### src/rtl/uart_rx_sequencer_pkg.sv
// Shared definitions for the serial receive path: sequencer state encoding and default framing.
// The future transmit sequencer reuses the same encodings.
package uart_rx_sequencer_pkg;

    localparam int DEFAULT_OVERSAMPLE = 16;
    localparam int DEFAULT_DATA_BITS  = 8;

    typedef enum logic [1:0] {
        IDLE  = 2'd0,
        START = 2'd1,
        DATA  = 2'd2,
        STOP  = 2'd3
    } rxState_t;

endpackage

### src/rtl/uart_sample_timer.sv
// Oversample phase counter for the receive sequencer: counts clk cycles within a serial bit and
// flags the half-bit and full-bit sample points.
module uart_sample_timer
    import uart_rx_sequencer_pkg::*;
#(
    parameter int OVERSAMPLE = DEFAULT_OVERSAMPLE
) (
    input  logic clk,
    input  logic reset,
    input  logic clear,
    output logic halfTc,
    output logic fullTc
);

    localparam int CNT_W = $clog2(OVERSAMPLE);
    localparam logic [CNT_W-1:0] HALF_LAST = CNT_W'(OVERSAMPLE / 2 - 1);
    localparam logic [CNT_W-1:0] FULL_LAST = CNT_W'(OVERSAMPLE - 1);

    logic [CNT_W-1:0] sampleCnt_r;

    assign halfTc = (sampleCnt_r == HALF_LAST);
    assign fullTc = (sampleCnt_r == FULL_LAST);

    // Phase counter: held at zero while cleared, wraps after the last cycle of a bit.
    always_ff @(posedge clk) begin
        if (!reset) begin
            sampleCnt_r <= {CNT_W{1'b0}};
        end else if (clear || fullTc) begin
            sampleCnt_r <= {CNT_W{1'b0}};
        end else begin
            sampleCnt_r <= sampleCnt_r + CNT_W'(1);
        end
    end

endmodule

### src/rtl/uart_rx_sequencer.sv
// Receive-side framing sequencer: synchronises the serial pin, times start/data/stop sampling from
// the oversample timer and hands completed characters to the consumer with a valid/ack handshake.
module uart_rx_sequencer
    import uart_rx_sequencer_pkg::*;
#(
    parameter int OVERSAMPLE = DEFAULT_OVERSAMPLE,
    parameter int DATA_BITS  = DEFAULT_DATA_BITS
) (
    input  logic                 clk,
    input  logic                 reset,
    input  logic                 serialIn,
    input  logic                 rxEnable,
    input  logic                 charAck,
    output logic [DATA_BITS-1:0] charData,
    output logic                 charValid,
    output logic                 framingError,
    output logic                 overrun
);

    localparam int BIT_W = $clog2(DATA_BITS + 1);
    localparam logic [BIT_W-1:0] LAST_BIT = BIT_W'(DATA_BITS - 1);

    rxState_t             state_r;
    logic                 rxMeta_r;
    logic                 rxS_r;
    logic [BIT_W-1:0]     bitCnt_r;
    logic [DATA_BITS-1:0] shiftReg_r;
    logic                 timerClear_s;
    logic                 halfTc_s;
    logic                 fullTc_s;

    // Data arrives LSB-first, so each new bit enters at the top and earlier bits move down.
    function automatic logic [DATA_BITS-1:0] shiftInMsb(input logic [DATA_BITS-1:0] sr,
                                                         input logic bitIn);
        logic [DATA_BITS-1:0] res;
        res = sr >> 1;
        res[DATA_BITS-1] = bitIn;
        return res;
    endfunction

    uart_sample_timer #(
        .OVERSAMPLE(OVERSAMPLE)
    ) sampleTimer (
        .clk   (clk),
        .reset (reset),
        .clear (timerClear_s),
        .halfTc(halfTc_s),
        .fullTc(fullTc_s)
    );

    // Timer restarts its bit phase while idle/disarmed and when the start bit centre is reached.
    always_comb begin
        timerClear_s = 1'b0;
        if (state_r == IDLE || !rxEnable) begin
            timerClear_s = 1'b1;
        end else if (state_r == START && halfTc_s) begin
            timerClear_s = 1'b1;
        end else begin
            timerClear_s = 1'b0;
        end
    end

    // Two-flop synchroniser on the raw serial pin; idles high like the line.
    always_ff @(posedge clk) begin
        if (!reset) begin
            rxMeta_r <= 1'b1;
            rxS_r    <= 1'b1;
        end else begin
            rxMeta_r <= serialIn;
            rxS_r    <= rxMeta_r;
        end
    end

    // Framing FSM with bit counter, shift register and consumer handshake.
    always_ff @(posedge clk) begin
        if (!reset) begin
            state_r      <= IDLE;
            bitCnt_r     <= {BIT_W{1'b0}};
            shiftReg_r   <= {DATA_BITS{1'b0}};
            charData     <= {DATA_BITS{1'b0}};
            charValid    <= 1'b0;
            framingError <= 1'b0;
            overrun      <= 1'b0;
        end else begin
            framingError <= 1'b0;
            if (charAck && charValid) begin
                charValid <= 1'b0;
                overrun   <= 1'b0;
            end
            case (state_r)
                IDLE: begin
                    if (rxEnable && !rxS_r) begin
                        state_r <= START;
                    end
                end
                START: begin
                    if (!rxEnable) begin
                        state_r <= IDLE;
                    end else if (halfTc_s) begin
                        if (!rxS_r) begin
                            state_r  <= DATA;
                            bitCnt_r <= {BIT_W{1'b0}};
                        end else begin
                            state_r <= IDLE;
                        end
                    end
                end
                DATA: begin
                    if (!rxEnable) begin
                        state_r <= IDLE;
                    end else if (fullTc_s) begin
                        shiftReg_r <= shiftInMsb(shiftReg_r, rxS_r);
                        bitCnt_r   <= bitCnt_r + BIT_W'(1);
                        if (bitCnt_r == LAST_BIT) begin
                            state_r <= STOP;
                        end
                    end
                end
                STOP: begin
                    // Leaving at mid stop bit leaves half a bit to catch a back-to-back start.
                    if (!rxEnable) begin
                        state_r <= IDLE;
                    end else if (fullTc_s) begin
                        state_r <= IDLE;
                        if (rxS_r) begin
                            charData  <= shiftReg_r;
                            charValid <= 1'b1;
                            if (charValid && !charAck) begin
                                overrun <= 1'b1;
                            end
                        end else begin
                            framingError <= 1'b1;
                        end
                    end
                end
                default: begin
                    state_r <= IDLE;
                end
            endcase
        end
    end

endmodule

### config.mk
export PLATFORM = sky130hd
export DESIGN_NAME = uart_rx_sequencer
export DESIGN_NICKNAME = d
export VERILOG_FILES = /design/src/rtl/uart_rx_sequencer_pkg.sv /design/src/rtl/uart_sample_timer.sv /design/src/rtl/uart_rx_sequencer.sv
export SDC_FILE = /design/constraint.sdc
export NUM_CORES = 1
export LEC_CHECK = 0
export BUFFER_PORTS_ARGS = -buffer_cell sky130_fd_sc_hd__buf_4
export CORE_ASPECT_RATIO = 0.9
export CORE_MARGIN = 2
export CORE_UTILIZATION = 45
export DETAILED_ROUTE_END_ITERATION = 12
export GPL_ROUTABILITY_DRIVEN = 0
export PLACE_DENSITY = 0.7
export SLEW_MARGIN = 30
export SYNTH_ARGS = -nofsm -noshare
export SYNTH_HDL_FRONTEND = slang
export SYNTH_SLANG_ARGS = --single-unit
### constraint.sdc
create_clock -name clk -period 1.48 [get_ports clk]
set_input_delay 0.148 -clock clk [delete_from_list [all_inputs] [get_ports clk]]
set_output_delay 0.148 -clock clk [all_outputs]
set_load 0.02 [all_outputs]
=== Word-level counts from Yosys, hierarchy flattened ===
Index checks and enable logic that the tools add are counted.
W data, S select, Z words.

* Output and inout port bits: 11
* Input port bits: 5
* Word-level logic and storage cells: 76
* Bits in registers: 31

* Add/sub/neg operators: 2
* Multiplexer cells: 30
* Equal/unequal tests: 16
* Reductions and logical operators: 17
* Bitwise gates (word level): 1

{| class="wikitable"
|+ Operators with widths
! cell !! count
|-
| $mux W4 || 5
|-
| $mux W2 || 9
|-
| $mux W1 || 14
|-
| $add A4 B1 Y4 const B || 2
|-
| $eq A4 B3 Y1 const B || 2
|-
| $ne A2 B2 Y1 const B || 4
|-
| $pmux W2 S4 || 1
|-
| $pmux W4 S2 || 1
|-
| $reduce_and A4 Y1 || 2
|-
| $ne A3 B2 Y1 const B || 2
|-
| $ne A3 B3 Y1 const B || 2
|-
| $reduce_and A6 Y1 || 1
|-
| $reduce_and A5 Y1 || 1
|-
| $eq A2 B2 Y1 const B || 2
|-
| $eq A4 B4 Y1 const B || 1
|-
| $logic_and A1 B1 Y1 || 4
|-
| $ne A2 B1 Y1 const B || 2
|-
| $logic_not A1 Y1 || 3
|-
| $reduce_and A3 Y1 || 1
|-
| $eq A2 B1 Y1 const B || 1
|-
| $logic_not A2 Y1 || 1
|-
| $logic_or A1 B1 Y1 || 2
|-
| $reduce_bool A2 Y1 || 1
|-
| $reduce_or A2 Y1 || 1
|-
| $not A1 Y1 || 1
|}

=== Logic depth before layout (Yosys ltp) ===
* Word-level depth: 7
* Mapped depth: 5
* Depth with buffers taken out: 4

=== Hierarchy ===
From an unflattened synthesis, not the netlist that was laid out.

* Cell total of the unflattened synthesis: 144
* Area, all modules: 1288.7 um^2

{| class="wikitable"
|+ Modules (own cells, without submodules)
! module !! cells an instance !! area each (um^2) !! seq. area each (um^2) !! times used
|-
| uart_rx_sequencer || 126 || 1117.3 || 540.5 || 1
|-
| uart_sample_timer || 18 || 171.4 || 80.1 || 1
|}

=== Worst setup path before layout ===
No wires, ideal clock.

* Path kind: reg-to-reg
* From: reg sampleTimer.sampleCnt_r[0]
* To: reg charValid
* Setup time: 115 ps
* Stages on the path, launching flop included: 6
* Path buffers: 1
* Data required time: 1365 ps
* Path slack: 84 ps
* Period minus slack after synthesis: 1396 ps
* Arrival: 1282 ps
* Cells stage by stage: dfxtp_1 ha_1 and3_1 and3_1 buf_4 o21a_1

* Longest elaborated chain between the ends: 4

{| class="wikitable"
|+ Ends and longest elaborated chain
! item !! line !! source
|-
| start: declaration || uart_sample_timer.sv:19 || <nowiki>logic [CNT_W-1:0] sampleCnt_r;</nowiki>
|-
| start signal: assignment || uart_sample_timer.sv:27 || <nowiki>sampleCnt_r <= {CNT_W{1'b0}};</nowiki>
|-
| start signal: assignment || uart_sample_timer.sv:29 || <nowiki>sampleCnt_r <= {CNT_W{1'b0}};</nowiki>
|-
| start signal: assignment || uart_sample_timer.sv:31 || <nowiki>sampleCnt_r <= sampleCnt_r + CNT_W'(1);</nowiki>
|-
| $eq A4 B4 Y1 || uart_sample_timer.sv:22 || <nowiki>assign fullTc = (sampleCnt_r == FULL_LAST);</nowiki>
|-
| $mux W1 || uart_rx_sequencer.sv:123 || <nowiki>end else if (fullTc_s) begin</nowiki>
|-
| $mux W1 || uart_rx_sequencer.sv:121 || <nowiki>if (!rxEnable) begin</nowiki>
|-
| $mux W1 || uart_rx_sequencer.sv:90 || <nowiki>case (state_r)</nowiki>
|-
| end signal: assignment || uart_rx_sequencer.sv:81 || <nowiki>charValid <= 1'b0;</nowiki>
|-
| end signal: assignment || uart_rx_sequencer.sv:87 || <nowiki>charValid <= 1'b0;</nowiki>
|-
| end signal: assignment || uart_rx_sequencer.sv:127 || <nowiki>charValid <= 1'b1;</nowiki>
|-
| end: declaration || uart_rx_sequencer.sv:15 || <nowiki>output logic charValid,</nowiki>
|}

Every way passes these cells.
A chain may end at the register's enable or synchronous reset.

=== Worst setup path after layout ===
Same ends and word-level chain as after synthesis.

==> impl_metrics.xml <==
<?xml version="1.0" encoding="UTF-8"?>
<metrics>
  <group name="synthesis">
    <metric name="net_count_synth" unit="">150</metric>
    <metric name="synth_seq_cells" unit="">31</metric>
    <metric name="top_ff_cell_synth" unit="">sky130_fd_sc_hd__dfxtp_1</metric>
    <metric name="synth.cells.most_frequent" unit="">31 x sky130_fd_sc_hd__dfxtp_1, 23 x sky130_fd_sc_hd__nand2_1, 13 x sky130_fd_sc_hd__nand3_1</metric>
    <metric name="synth_edf_count" unit="">0</metric>
    <metric name="synth_adder_area_share" unit="%">1.91</metric>
    <metric name="synthSimpleGateAreaFrac" unit="%">24.0</metric>
    <metric name="synth-warning-count" unit="">0</metric>
    <metric name="fraction_of_the_mapped_netlist_area_in_compound_gates" unit="%">13.6</metric>
    <metric name="synth_async_sr_flop_share" unit="%">0</metric>
    <metric name="synthCells" unit="">143</metric>
    <metric name="dominant_combinational_cell_family_by_area_after_synthesis" unit="">simple AND/OR/NAND/NOR gates</metric>
    <metric name="synth_area_leader_cell" unit="">sky130_fd_sc_hd__dfxtp_1</metric>
    <metric name="synthTopCellsByArea" unit="">sky130_fd_sc_hd__dfxtp_1 47%, sky130_fd_sc_hd__mux2i_1 6.9%, sky130_fd_sc_hd__nand2_1 6.6%</metric>
    <metric name="synth_top_area_share" unit="%">47.4</metric>
    <metric name="yosys.cell_types.count" unit="">37</metric>
    <metric name="yosys.area_share.xor_xnor" unit="%">2.01</metric>
    <metric name="post_synth_mux_area_share" unit="%">6.88</metric>
    <metric name="post-synth-top-count-cell" unit="">sky130_fd_sc_hd__dfxtp_1</metric>
    <metric name="netlist_area" unit="um2">1310</metric>
    <metric name="syn-mean-instance-area" unit="um2">9.15</metric>
    <metric name="yosysSeqAreaShare" unit="%">47.4</metric>
  </group>
  <group name="timing">
    <metric name="fin_skew" unit="ns">0.00816</metric>
    <metric name="report.final.slew_viol_count" unit="">0</metric>
    <metric name="timing.final.crit_share" unit="%">94.4</metric>
    <metric name="setup_repair_after_global_routing_missed_its_margin" unit="">true</metric>
    <metric name="final-setup-viol-count" unit="">0</metric>
    <metric name="post_layout_min_period" unit="ns">1.40</metric>
    <metric name="timing_worst_slew_pin_value" unit="ns">0.339</metric>
    <metric name="final-hold-violation-count" unit="">0</metric>
    <metric name="slew_headroom" unit="%">77.4</metric>
    <metric name="final.setup.worst_slack" unit="ns">0.0829</metric>
    <metric name="clock.fmax" unit="MHz">716</metric>
  </group>
  <group name="detailed_routing">
    <metric name="routed_wirelength" unit="um">2620</metric>
    <metric name="total_number_of_vias" unit="">1088</metric>
    <metric name="detail_route.wl_per_cell" unit="um">12.7</metric>
    <metric name="routed_via_density" unit="">5.28</metric>
    <metric name="drt_pre_antenna_iters" unit="">4</metric>
    <metric name="drt_iter0_markers" unit="">89</metric>
    <metric name="antenna_left" unit="">0</metric>
    <metric name="drt_drc_violations_left" unit="">0</metric>
  </group>
  <group name="floorplanning">
    <metric name="initial_core_util" unit="%">47.6</metric>
    <metric name="die_h" unit="um">55.2</metric>
    <metric name="die_width" unit="um">60.8</metric>
    <metric name="fp-row-count" unit="">18</metric>
    <metric name="die_footprint" unit="um2">3360</metric>
    <metric name="placeableCoreArea" unit="um2">2750</metric>
    <metric name="ioPinCount" unit="">16</metric>
  </group>
  <group name="worst_setup_path">
    <metric name="cp_num_cells" unit="">5</metric>
    <metric name="critPathCaptureType" unit="">register</metric>
    <metric name="critPathRequiredTime" unit="ns">1.71</metric>
    <metric name="reg2reg_depth" unit="">5</metric>
    <metric name="cp-start-kind" unit="">register</metric>
    <metric name="critical_path.max_stage_delay" unit="ns">0.34</metric>
    <metric name="worst-path-max-fanout" unit="">9</metric>
    <metric name="worst_path_max_delay_cell" unit="">sky130_fd_sc_hd__dfxtp_1</metric>
    <metric name="timing.setup.critical_path_class" unit="">register to register</metric>
    <metric name="crit_path_cell_trace" unit="">ha_2 &gt; and3_2 &gt; and3_1 &gt; buf_12 &gt; o21a_1</metric>
    <metric name="timing.critical_path.arrival" unit="ns">1.62</metric>
    <metric name="crit_buf_inv" unit="">1</metric>
    <metric name="path_delay_family" unit="">simple AND/OR/NAND/NOR gates</metric>
  </group>
  <group name="run">
    <metric name="max-cap-violations" unit="">0</metric>
  </group>
  <group name="grt">
    <metric name="groute.usage.overall" unit="%">17.9</metric>
    <metric name="grt.overflow.total" unit="">0</metric>
    <metric name="grt_first_pass_wirelength" unit="um">4260</metric>
    <metric name="grt_max_degree" unit="">17</metric>
    <metric name="antenna_found_initial" unit="">0</metric>
    <metric name="vias_in_the_first_global_route" unit="">968</metric>
  </group>
  <group name="outcome">
    <metric name="result_of_the_run" unit="">finished clean</metric>
  </group>
  <group name="clock_tree">
    <metric name="clk-insertion-delay-late" unit="ns">0.33</metric>
    <metric name="cts.sink_count" unit="">31</metric>
    <metric name="cts_buffer_depth" unit="">2</metric>
    <metric name="htree_levels" unit="">2</metric>
    <metric name="cts_root_buf" unit="">sky130_fd_sc_hd__clkbuf_4</metric>
    <metric name="clock_tree_from_tritoncts" unit="">yes</metric>
    <metric name="cts_inserted_buffers" unit="">5</metric>
    <metric name="cts.reportedPaths.clkPinSlew" unit="ns">0.09</metric>
  </group>
  <group name="finish">
    <metric name="area.sequential" unit="um2">623</metric>
    <metric name="drive_gt1_share" unit="%">24.1</metric>
    <metric name="final_cell_area" unit="um2">1610</metric>
    <metric name="final-instance-count-excl-fill" unit="">206</metric>
    <metric name="antenna-diode-count" unit="">0</metric>
    <metric name="fillerInstances" unit="">260</metric>
    <metric name="multi_input_comb_area" unit="um2">647</metric>
    <metric name="nNetsFinal" unit="">172</metric>
    <metric name="area_delta_synth_final" unit="%">22.7</metric>
  </group>
  <group name="placement">
    <metric name="buffers_added_on_ports" unit="">15</metric>
    <metric name="placement.cell_area" unit="um2">1490</metric>
    <metric name="placedCellCount" unit="">196</metric>
    <metric name="placement.setup.worst_slack" unit="ns">0.0446</metric>
    <metric name="place_hpwl" unit="um">1850</metric>
  </group>
  <group name="pwr">
    <metric name="vdd_ir_drop_max" unit="mV">0.690</metric>
    <metric name="power.density_cell_area" unit="nW/um2">978</metric>
    <metric name="power.leakage" unit="nW">0.590</metric>
  </group>
  <group name="min_path">
    <metric name="worstHoldPathType" unit="">primary input to register</metric>
    <metric name="timing.hold.worst_path_depth" unit="">2</metric>
  </group>
</metrics>
-- logic make-up after synthesis --
| kind of cell | after synthesis |
|---|---|
| muxes | 9 |
| buffers and inverters | 10 |
| adders and majority gates | 2 |
| xor gates and xnor gates | 3 |
| AOI/OAI and AO/OA | 28 |
| DFF | 31 |
| and+or+nand+nor | 60 |
-- flip-flops by register name (all words and copies together), names as in the netlist, named ones only --
name,count
charData,8
shiftReg_r,8
bitCnt_r,4
sampleTimer.sampleCnt_r,4
state_r,2
charValid,1
framingError,1
rxMeta_r,1
rxS_r,1
-- layout by cell type (no fill, tap or decap), drive strengths merged, types with 4 or more instances in the layout --
| cell | netlist | routed |
|---|---|---|
| nand3 | 13 | 13 |
| and3 | 6 | 6 |
| a21oi | 10 | 10 |
| nand2b | 4 | 4 |
| o21ai | 8 | 8 |
| dfxtp | 31 | 31 |
| clkbuf | 3 | 6 |
| buf | 6 | 23 |
| nand2 | 23 | 23 |
| mux2i | 9 | 9 |
-- what timing repair did --
action | CTS | global route
endpoints found under the hold margin | 1 | 0
setup buffers | 0 | 1
resized for setup | 0 | 6
hold buffers | 1 | 0
endpoints found under the setup margin | 0 | 8
-- layer usage --
layer | share of wire, % | global-route usage, %
met5 | 0 | 0
met4 | 1.4 | 9.06
met3 | 6.4 | 5.58
met2 | 45 | 27.6
met1 | 47 | 22.7
-- cell type report --
cell class	count	area share, %
timing repair buffer	24	12.2
clock buffer	6	3.20
sequential	31	38.8
multi-input combinational	102	40.3
inverter	1	0.234
clock inverter	2	2.18
tap	40	3.12
-- where the power goes --
part	total, mW	internal, mW	switching (mW)
logic	0.0418	0.0168	0.0250
registers	0.839	0.837	0.00206
clock network	0.689	0.399	0.289
total	1.57	1.25	0.316
-- worst paths after layout --
path	from	endpoint	slack [ns]
worst min-delay path	reset	rxMeta_r	0.1
worst max-delay path	sampleTimer.sampleCnt_r[0]	charValid	0.08
worst max register to register	sampleTimer.sampleCnt_r[0]	charValid	0.08
worst min register to register	rxMeta_r	rxS_r	0.42
-- through the flow --
stage / setup TNS [ns] / total power, mW / hold WS (ns) / util (%)
after detailed placement: 0 / 0.897 / 0.337 / 54.1
final: 0 / 1.57 / 0.0960 / 58.4
after CTS: 0 / 1.59 / 0.0842 / 57.6
after floorplan: 0 / 0.879 / 0.249 / -
after global routing: -0.00349 / 1.62 / 0.0972 / 58.4
after global placement: 0 / 0.896 / 0.333 / 54.1
Note: power is estimated with default switching activity, not from simulation.
